## src/rtl/pipe_pkg.sv

```systemverilog
// Shared constants for MIPS inter-stage pipeline registers.
// Payload offsets let E/M/W users slice out_payload the same way everywhere.
package pipe_pkg;

    localparam logic [31:0] NOP_INSTR = 32'h0;

    localparam int RADDR_W   = 5;
    localparam int TNEW_W    = 2;
    localparam int PAYLOAD_W = 128;

    localparam int FIELD_W     = 32;
    localparam int PL_PC_LSB   = 0;
    localparam int PL_PC8_LSB  = 32;
    localparam int PL_ALU_LSB  = 64;
    localparam int PL_RT_LSB   = 96;

endpackage

```

## src/rtl/pipe_entry.sv

```systemverilog
// One pipeline entry: valid plus instr/payload/raddr/tnew. Load takes effect at the next edge.
// Tnew is aged (saturating decrement) on load only when i_age is set; a held entry never ages.
module pipe_entry #(
    parameter int PAYLOAD_W = 128,
    parameter int RADDR_W   = 5,
    parameter int TNEW_W    = 2
) (
    input  logic                 clk,
    input  logic                 reset,
    input  logic                 i_clear,
    input  logic                 i_load,
    input  logic                 i_drop,
    input  logic                 i_age,
    input  logic [31:0]          i_instr,
    input  logic [PAYLOAD_W-1:0] i_payload,
    input  logic [RADDR_W-1:0]   i_raddr,
    input  logic [TNEW_W-1:0]    i_tnew,
    output logic                 o_valid,
    output logic [31:0]          o_instr,
    output logic [PAYLOAD_W-1:0] o_payload,
    output logic [RADDR_W-1:0]   o_raddr,
    output logic [TNEW_W-1:0]    o_tnew
);

    logic                 r_valid;
    logic [31:0]          r_instr;
    logic [PAYLOAD_W-1:0] r_payload;
    logic [RADDR_W-1:0]   r_raddr;
    logic [TNEW_W-1:0]    r_tnew;
    logic [TNEW_W-1:0]    w_tnew_aged;
    logic [TNEW_W-1:0]    w_tnew_d;

    assign w_tnew_aged = (i_tnew == '0) ? '0 : i_tnew - TNEW_W'(1);
    assign w_tnew_d    = i_age ? w_tnew_aged : i_tnew;

    always_ff @(posedge clk or posedge reset) begin
        if (reset) begin
            r_valid   <= 1'b0;
            r_instr   <= '0;
            r_payload <= '0;
            r_raddr   <= '0;
            r_tnew    <= '0;
        end else if (i_clear) begin
            r_valid <= 1'b0;
            r_instr <= '0;
            r_raddr <= '0;
        end else if (i_load) begin
            r_valid   <= 1'b1;
            r_instr   <= i_instr;
            r_payload <= i_payload;
            r_raddr   <= i_raddr;
            r_tnew    <= w_tnew_d;
        end else if (i_drop) begin
            r_valid <= 1'b0;
        end
    end

    assign o_valid   = r_valid;
    assign o_instr   = r_instr;
    assign o_payload = r_payload;
    assign o_raddr   = r_raddr;
    assign o_tnew    = r_tnew;

endmodule

```

## src/rtl/pipe_stage_skid.sv

```systemverilog
// Valid/ready pipeline register with 2-entry skid; 1-cycle latency, full throughput.
// in_ready is registered (!skid valid), so backpressure reaches upstream one cycle late and the skid absorbs it.
module pipe_stage_skid #(
    parameter int PAYLOAD_W   = pipe_pkg::PAYLOAD_W,
    parameter int RADDR_W     = pipe_pkg::RADDR_W,
    parameter int TNEW_W      = pipe_pkg::TNEW_W,
    parameter int STALL_CNT_W = 16
) (
    input  logic                   clk,
    input  logic                   reset,
    input  logic                   flush,
    input  logic                   in_valid,
    output logic                   in_ready,
    input  logic [31:0]            in_instr,
    input  logic [PAYLOAD_W-1:0]   in_payload,
    input  logic [RADDR_W-1:0]     in_raddr,
    input  logic [TNEW_W-1:0]      in_tnew,
    output logic                   out_valid,
    input  logic                   out_ready,
    output logic [31:0]            out_instr,
    output logic [PAYLOAD_W-1:0]   out_payload,
    output logic [RADDR_W-1:0]     out_raddr,
    output logic [TNEW_W-1:0]      out_tnew,
    output logic                   fwd_en,
    output logic [STALL_CNT_W-1:0] stall_cnt
);

    import pipe_pkg::*;

    logic                   w_m_valid;
    logic [31:0]            w_m_instr;
    logic [PAYLOAD_W-1:0]   w_m_payload;
    logic [RADDR_W-1:0]     w_m_raddr;
    logic [TNEW_W-1:0]      w_m_tnew;

    logic                   w_s_valid;
    logic [31:0]            w_s_instr;
    logic [PAYLOAD_W-1:0]   w_s_payload;
    logic [RADDR_W-1:0]     w_s_raddr;
    logic [TNEW_W-1:0]      w_s_tnew;

    logic                   w_main_free;
    logic                   w_in_fire;
    logic                   w_m_load;
    logic                   w_s_load;
    logic [31:0]            w_m_d_instr;
    logic [PAYLOAD_W-1:0]   w_m_d_payload;
    logic [RADDR_W-1:0]     w_m_d_raddr;
    logic [TNEW_W-1:0]      w_m_d_tnew;

    logic [STALL_CNT_W-1:0] r_stall_cnt;

    assign in_ready    = !w_s_valid;
    assign w_in_fire   = in_valid && in_ready;
    assign w_main_free = !w_m_valid || out_ready;

    // Skid drains first; in_fire cannot coincide with a full skid since in_ready is low then.
    assign w_m_load      = w_main_free && (w_s_valid || w_in_fire);
    assign w_s_load      = !w_main_free && w_in_fire;
    assign w_m_d_instr   = w_s_valid ? w_s_instr   : in_instr;
    assign w_m_d_payload = w_s_valid ? w_s_payload : in_payload;
    assign w_m_d_raddr   = w_s_valid ? w_s_raddr   : in_raddr;
    assign w_m_d_tnew    = w_s_valid ? w_s_tnew    : in_tnew;

    pipe_entry #(
        .PAYLOAD_W (PAYLOAD_W),
        .RADDR_W   (RADDR_W),
        .TNEW_W    (TNEW_W)
    ) u_main (
        .clk       (clk),
        .reset     (reset),
        .i_clear   (flush),
        .i_load    (w_m_load),
        .i_drop    (w_main_free),
        .i_age     (!w_s_valid),
        .i_instr   (w_m_d_instr),
        .i_payload (w_m_d_payload),
        .i_raddr   (w_m_d_raddr),
        .i_tnew    (w_m_d_tnew),
        .o_valid   (w_m_valid),
        .o_instr   (w_m_instr),
        .o_payload (w_m_payload),
        .o_raddr   (w_m_raddr),
        .o_tnew    (w_m_tnew)
    );

    pipe_entry #(
        .PAYLOAD_W (PAYLOAD_W),
        .RADDR_W   (RADDR_W),
        .TNEW_W    (TNEW_W)
    ) u_skid (
        .clk       (clk),
        .reset     (reset),
        .i_clear   (flush),
        .i_load    (w_s_load),
        .i_drop    (w_main_free),
        .i_age     (1'b1),
        .i_instr   (in_instr),
        .i_payload (in_payload),
        .i_raddr   (in_raddr),
        .i_tnew    (in_tnew),
        .o_valid   (w_s_valid),
        .o_instr   (w_s_instr),
        .o_payload (w_s_payload),
        .o_raddr   (w_s_raddr),
        .o_tnew    (w_s_tnew)
    );

    always_ff @(posedge clk or posedge reset) begin
        if (reset) begin
            r_stall_cnt <= '0;
        end else if (w_m_valid && !out_ready && (r_stall_cnt != '1)) begin
            r_stall_cnt <= r_stall_cnt + STALL_CNT_W'(1);
        end
    end

    assign out_valid   = w_m_valid;
    assign out_instr   = w_m_valid ? w_m_instr : NOP_INSTR;
    assign out_payload = w_m_payload;
    assign out_raddr   = w_m_valid ? w_m_raddr : '0;
    assign out_tnew    = w_m_tnew;
    assign fwd_en      = w_m_valid && (w_m_raddr != '0) && (w_m_tnew == '0);
    assign stall_cnt   = r_stall_cnt;

endmodule

```

## config.mk

```make
export PLATFORM = sky130hd
export DESIGN_NAME = pipe_stage_skid
export DESIGN_NICKNAME = d
export VERILOG_FILES = /design/src/rtl/pipe_pkg.sv /design/src/rtl/pipe_entry.sv /design/src/rtl/pipe_stage_skid.sv
export SDC_FILE = /design/constraint.sdc
export NUM_CORES = 1
export LEC_CHECK = 0
export BUFFER_PORTS_ARGS = -buffer_cell sky130_fd_sc_hd__buf_2
export CELL_PAD_IN_SITES_DETAIL_PLACEMENT = 1
export CELL_PAD_IN_SITES_GLOBAL_PLACEMENT = 2
export CORE_MARGIN = 2
export CORE_UTILIZATION = 37
export DETAILED_ROUTE_END_ITERATION = 8
export HOLD_SLACK_MARGIN = 0.1
export PLACE_DENSITY = 0.87
export SLEW_MARGIN = 15
export SYNTH_ARGS = -nofsm -noshare
export SYNTH_HDL_FRONTEND = slang
export SYNTH_HIERARCHICAL = 1
export SYNTH_SLANG_ARGS = --single-unit
```

## constraint.sdc

```tcl
create_clock -name clk -period 6.51 [get_ports clk]
set_input_delay 0.3255 -clock clk [delete_from_list [all_inputs] [get_ports clk]]
set_output_delay 0.3255 -clock clk [all_outputs]
set_load 0.005 [all_outputs]
```

==> results of run 1 <==
worst paths after layout:
| kind | from | endpoint | slack, ns | depth (start not counted) |
|---|---|---|---|---|
| min in group asynchronous | reset | u_skid/o_payload[56]$_DFFE_PP0P_ | 0.42 | 3 |
| worst min-delay path | flush | u_skid/o_tnew[1]$_DFFE_PP0P_ | 0.38 | 3 |
| worst min register to register | u_main/o_payload[58]$_DFFE_PP0P_ | u_main/o_payload[58]$_DFFE_PP0P_ | 0.48 | 1 |
| worst max-delay path | u_main/o_valid$_DFFE_PP0P_ | u_main/o_payload[2]$_DFFE_PP0P_ | 3.13 | 6 |
| worst max register to register | u_main/o_valid$_DFFE_PP0P_ | u_main/o_payload[2]$_DFFE_PP0P_ | 3.13 | 6 |
| max in group asynchronous | reset | u_skid/o_valid$_DFFE_PP0P_ | 4.70 | 4 |
flip-flops by register name, summed over array words and instances, names as in the netlist:
signal,flops
stall_cnt,16
u_main/o_instr,32
u_main/o_payload,128
u_main/o_raddr,5
u_main/o_tnew,2
u_main/o_valid,1
u_skid/o_instr,32
u_skid/o_payload,128
u_skid/o_raddr,5
u_skid/o_tnew,2
u_skid/o_valid,1
cells in the final DEF, fill, tap and decap left out, types with 3 or more instances in the layout:
cell type / count
and2_1: 38
and3_1: 3
buf_2: 357
buf_4: 10
clkbuf_1: 20
clkbuf_16: 43
clkinv_2: 4
conb_1: 3
dfrtp_1: 350
dlygate4sd3_1: 168
inv_1: 8
inv_6: 3
mux2_1: 256
mux2_2: 168
mux2i_1: 74
nand2_1: 9
nand2b_1: 4
nand3_1: 4
nand4_1: 6
nor2_1: 87
nor3_1: 7
xor2_1: 13
what timing repair did:
item / 4_1_cts / 5_1_grt
setup buffers: 0 / 0
hold endpoints to repair: 260 / 0
hold buffers: 168 / 0
through the flow:
step | hold WS (ns) | util [%] | instances | total power [W] | cell area, sq um
final | 0.380 | 49.8 | 2205 | 0.00597 | 21000
after global routing | 0.380 | 49.8 | 2205 | 0.00626 | 21000
after CTS | 0.348 | 49.7 | 2203 | 0.00600 | 21000
after detailed placement | 0.399 | 42.7 | 1963 | 0.00367 | 18000
after global placement | 0.400 | 42.7 | 1963 | 0.00360 | 18000
after floorplan | 0.239 | - | 1125 | 0.00325 | 15800
layout make-up:
cell class                 instances  share of cell area [%]
multi-input combinational        693                    31.3
inverter                          10                   0.227
tap                              539                    3.22
timing repair buffer             537                    17.1
clock inverter                     7                   0.424
antenna                            2                  0.0239
clock buffer                      65                    5.62
sequential                       352                    42.0
cells in the mapped netlist:
library cell | instances | area share [%]
mux2_4 | 1 | 0.095
mux2_2 | 168 | 12
clkbuf_1 | 13 | 0.31
mux2_1 | 256 | 18
a31oi_1 | 2 | 0.079
nand2b_1 | 4 | 0.16
xor2_1 | 13 | 0.72
nor4_1 | 1 | 0.040
nor2_1 | 88 | 2.1
nor2b_1 | 2 | 0.079
buf_4 | 6 | 0.28
xnor2_1 | 1 | 0.055
buf_6 | 17 | 1.2
nand4_1 | 6 | 0.24
buf_2 | 31 | 0.98
inv_1 | 10 | 0.24
o21ai_1 | 2 | 0.063
and3_1 | 4 | 0.16
nand3_1 | 4 | 0.13
or4_1 | 1 | 0.047
and2_1 | 38 | 1.5
o41ai_4 | 1 | 0.17
ha_1 | 1 | 0.079
dfrtp_1 | 352 | 56
nor4b_1 | 1 | 0.055
buf_1 | 3 | 0.071
a21oi_1 | 2 | 0.063
nor3_1 | 7 | 0.22
nand3b_1 | 2 | 0.095
nand2_1 | 9 | 0.21
mux2i_1 | 74 | 4.7
and4_1 | 1 | 0.055
and2b_1 | 1 | 0.047
conb_1 | 1 | 0.024
logic make-up (layout without fill, tap and decap cells):
kind of cell	count (synthesis)	in the layout	synth area share (%)
compound gates	7	7	0.379
xor+xnor	14	14	0.774
fa+ha+maj	1	1	0.0790
buf+inv	80	619	3.09
flops	352	352	55.6
mux	499	499	34.9
other cells	1	5	0.0237
simple gates	169	169	5.12
report_power, final:
group	internal, W	leakage, nW	switching, W	total, W
clock network	0.00132	0.616	0.000904	0.00222
registers	0.00258	4.38	0.000229	0.00281
logic	0.000514	4.78	0.000426	0.000940
critical path, stage by stage (launching register included):
cell and delay, ns:
dfrtp_2 0.63, and2b_1 0.37, nor2_4 0.13, buf_4 0.56, nor2b_4 0.29, buf_12 0.38
mux2_1 0.41
layer usage:
metal  track usage (%)  vias up  wire length [um]  share of wire [%]
li1                  -     4946                 -                  -
met1              25.2     5609             19000                 42
met2              36.2      289             22900                 50
met3              5.59       69              2680                5.9
met4              5.49        2              1030                2.3
met5                 0        -                 8              0.018
==> out/qor.yml, run 1 <==
hold_class: "in2reg"
synth_seq_cells: 352
cts.htree.levels: 2
gp_congestion: 0.742
cts_tree: "done"
ys_seq_area_share_pct: 55.6
critical_path_arrival_ns: 3.79
wl_per_cell_um: 20.7
route.vias.total: 10915
final-setup-viol-count: 0
grt_usage_pct: 20.7
drive_gt1_share_pct: 36.0
period_minus_slack_ns: 3.38
post-place-ws_ns: 2.93
critPathKind: "reg2reg"
synth_area_sq_um: 15800
worst_setup_path_start_kind: "flop"
io_pins: 358
syn-instance-count: 1123
antenna_found_initial: 3
cts_resized: 0
cts_root_buf: "clkbuf_16"
start_util_pct: 37.6
power_per_cell_area_nw_per_um2: 285
die_h_um: 211
fill_cells: 4347
drtIter0Drc: 534
drv_cap: 0
period_share_pct: 51.9
ys_types: 34
grt_max_degree: 133
clk_pin_slew_ns: 0.06
cts_buffers: 41
yosysWarnings: 6
gr-total-overflow: 0
slew_viol_final: 0
core.rowCount: 75
crit_path_end_kind: "flop"
status: "completed"
seq_area_sq_um: 8810
grt_pass1_vias: 12567
skew_ns: 0.0103
finalSetupTns_ns: 0
cts.sinks: 352
max_slew.worst_pin.slew_ns: 1.15
die_area_sq_um: 44500
vias_per_cell: 4.95
drt-total-wl_um: 45600
synth_area_per_cell_sq_um: 14.1
core_area_sq_um: 42100
timing.final.ws_setup_ns: 3.13
finalHoldViolCount: 0
p_leak_nw: 9.78
dp_hpwl_um: 26800
drc: 0
firstDrtPassIters: 4
nets: 1808
die_x_um: 211
cp_max_fo: 132
ir_worst_vdd_v: 0.000164
drtAntennaViolNets: 0
rsz0062_at_grt: "no"
area_growth_pct: 32.4
required_ns: 6.92
clock_path_buffers: 3
max_freq_mhz: 296
slew_headroom_pct: 23.1
clock_latency_ns: 0.54
multi_input_area_sq_um: 6570
io_buffer_count: 357
grt_pass1_wl_um: 72600
(Power assumes the default switching activity.)
==> run 2, diff against run 1 <==
--- a/config.mk
+++ b/config.mk
@@ -5,14 +5,15 @@
 export SDC_FILE = /design/constraint.sdc
 export NUM_CORES = 1
 export LEC_CHECK = 0
+export ABC_AREA = 1
 export BUFFER_PORTS_ARGS = -buffer_cell sky130_fd_sc_hd__buf_2
 export CELL_PAD_IN_SITES_DETAIL_PLACEMENT = 1
 export CELL_PAD_IN_SITES_GLOBAL_PLACEMENT = 2
 export CORE_MARGIN = 2
-export CORE_UTILIZATION = 37
+export CORE_UTILIZATION = 30
 export DETAILED_ROUTE_END_ITERATION = 8
 export HOLD_SLACK_MARGIN = 0.1
-export PLACE_DENSITY = 0.87
+export PLACE_DENSITY = 0.86
 export SLEW_MARGIN = 15
 export SYNTH_ARGS = -nofsm -noshare
 export SYNTH_HDL_FRONTEND = slang
==> constraint.sdc (replaced) <==
create_clock -name clk -period 3.3 [get_ports clk]
set_input_delay 0.165 -clock clk [delete_from_list [all_inputs] [get_ports clk]]
set_output_delay 0.165 -clock clk [all_outputs]
set_load 0.005 [all_outputs]
==> run 2 against run 1 <==
Effect of this change: total power up 110%; highest routed layer unchanged; clock skew grew 0.0093 ns; maximum frequency is 31% higher; critical endpoint is now u_skid/o_tnew[1]$_DFFE_PP0P_; largest power group unchanged.
==> out/qor.yml, run 2 <==
cts.htree.levels: 2
ys_top_cells_by_area: "dfrtp_1 (55%), nand2_1 (38%), inv_1 (1.5%)"
layout_commonest_cell: "nand2_1"
yosys.area.top_type_share_pct: 54.5
synth_area_per_cell_sq_um: 7.27
drive_gt1_share_pct: 17.2
clock_latency_ns: 0.57
cts.sinks: 352
multi_input_area_sq_um: 6530
critical_path_arrival_ns: 3.08
crit_path_end_kind: "flop"
slew_viol_final: 0
max_slew.worst_pin.slew_ns: 0.926
die_x_um: 236
fill_cells: 6655
ys_types: 24
dp_hpwl_um: 34700
firstDrtPassIters: 4
power_per_cell_area_nw_per_um2: 570
ys_seq_area_share_pct: 54.5
cp_max_fo: 20
slew_headroom_pct: 38.2
async_flop_share_pct: 100
timing.final.ws_setup_ns: 0.719
synth_edf_count: 0
synth_commonest_cells: "nand2_1 (1622), dfrtp_1 (352), inv_1 (64), buf_2 (47), clkbuf_1 (36)"
seq_area_sq_um: 8810
io_pins: 358
final_cell_mix: "nand2_1 (1620), buf_2 (357), dfrtp_1 (351)"
gr-total-overflow: 0
ys.flop_type: "dfrtp_1"
rsz0062_at_grt: "no"
worst_setup_path_start_kind: "flop"
core.rowCount: 85
grt_max_degree: 171
antenna_found_initial: 12
nets: 2875
final-setup-viol-count: 0
die_h_um: 236
drv_cap: 0
cts_tree: "done"
ir_worst_vdd_v: 0.000316
grt_pass1_vias: 17119
gp_congestion: 0.765
clock_path_buffers: 3
drtIter0Drc: 701
period_minus_slack_ns: 2.58
synth_top_cell_by_area: "dfrtp_1"
synth_seq_cells: 352
yosysMostFrequentCell: "nand2_1"
yosysWarnings: 6
drtAntennaViolNets: 0
clk_pin_slew_ns: 0.06
vias_per_cell: 4.57
grt_usage_pct: 20.8
max_freq_mhz: 387
drc: 0
postCtsSetupRepairBufs: 0
core_area_sq_um: 53500
required_ns: 3.80
area_growth_pct: 34.7
finalHoldViolCount: 0
finalSetupTns_ns: 0
route.vias.total: 15718
syn-instance-count: 2223
wl_per_cell_um: 16.8
period_share_pct: 78.2
drt-total-wl_um: 57600
skew_ns: 0.0196
cts_root_buf: "clkbuf_16"
grt_pass1_wl_um: 92800
p_leak_nw: 12.7
post-place-ws_ns: 0.899
total_power_w: 0.0124
synth_area_sq_um: 16200
io_buffer_count: 357
start_util_pct: 30.2
hold_class: "in2reg"
cts_buffers: 43
die_area_sq_um: 55700
critPathKind: "reg2reg"
status: "completed"
[run 2: cell count changes in the layout (fill, tap and decap cells not counted), moves of 6 or more]
cell,before,now
clkbuf_1,20,8
inv_1,8,62
mux2_1,256,0
xor2_1,13,3
nand2_1,9,1620
buf_12,2,10
clkbuf_8,2,12
nor2_1,87,19
mux2i_1,74,0
mux2_2,168,0
nor2_2,0,6
nand3_1,4,16
and2_1,38,0
[run 2: worst paths after layout]
path | start | to | slack [ns] | depth (start not counted)
setup / recovery | u_skid/o_valid$_DFFE_PP0P_ | u_skid/o_tnew[1]$_DFFE_PP0P_ | 0.72 | 6
hold / removal | out_ready | u_main/o_valid$_DFFE_PP0P_ | 0.18 | 6
setup reg to reg | u_skid/o_valid$_DFFE_PP0P_ | u_skid/o_tnew[1]$_DFFE_PP0P_ | 0.72 | 6
hold reg to reg | u_main/o_payload[28]$_DFFE_PP0P_ | u_main/o_payload[28]$_DFFE_PP0P_ | 0.48 | 2
max in group asynchronous | reset | u_main/o_payload[113]$_DFFE_PP0P_ | 2.00 | 4
min in group asynchronous | reset | u_main/o_instr[27]$_DFFE_PP0P_ | 0.31 | 3
[run 2: per-stage QoR]
stage	area (sq um)	cells	hold slack [ns]	util (%)
final	21800	3436	0.183	40.7
after CTS	21700	3429	0.138	40.7
after floorplan	16200	2224	0.0787	-
after global placement	18500	3183	0.343	34.6
after global routing	21800	3436	0.201	40.7
after detailed placement	18500	3183	0.348	34.6
[run 2: what timing repair did]
item	in CTS	in global routing
gates resized for setup	0	0
hold buffers	170	0
hold endpoints to repair	401	0
[run 2: area by class of cell]
cell class              instances  share of cell area [%]
inverters                      69                    1.25
clock inverters                11                   0.868
diodes                          7                  0.0805
well taps                     696                    4.00
repair buffers                546                    17.3
flip-flops and latches        352                    40.5
multi-input cells            1690                    30.0
clock buffers                  65                    6.07
[run 2: critical path, cell delays in order, from the launching register on]
cell           delay [ns]
dfrtp_4              0.52
nor3_1               0.61
inv_2                0.10
nor2_4               0.52
nand3_1              0.12
dlygate4sd3_1        0.59
nand2_1              0.06
[run 2: kinds of logic (layout without fill, tap and decap cells)]
logic type	Yosys count	after routing	synth area share (%)
adders and majority gates	1	1	0.0774
other	1	9	0.0232
buffers and inverters	182	691	5.24
AOI/OAI and AO/OA	1	1	0.0309
xor gates and xnor gates	7	7	0.379
DFF	352	352	54.5
and+or+nand+nor	1679	1679	39.7
[run 2: where the power goes]
group	switching (W)	total (W)	internal [W]
Clock	0.00193	0.00508	0.00314
Combinational	0.00106	0.00187	0.000805
Sequential	0.000443	0.00546	0.00502
Total	0.00344	0.0124	0.00897
[run 2: layer usage]
metal	track usage, %	share of wire (%)	routed length, um
met5	0	0.12	71
met4	6.43	2.4	1370
met3	3.58	4.5	2570
met2	36.4	48	27800
met1	26.2	45	25800
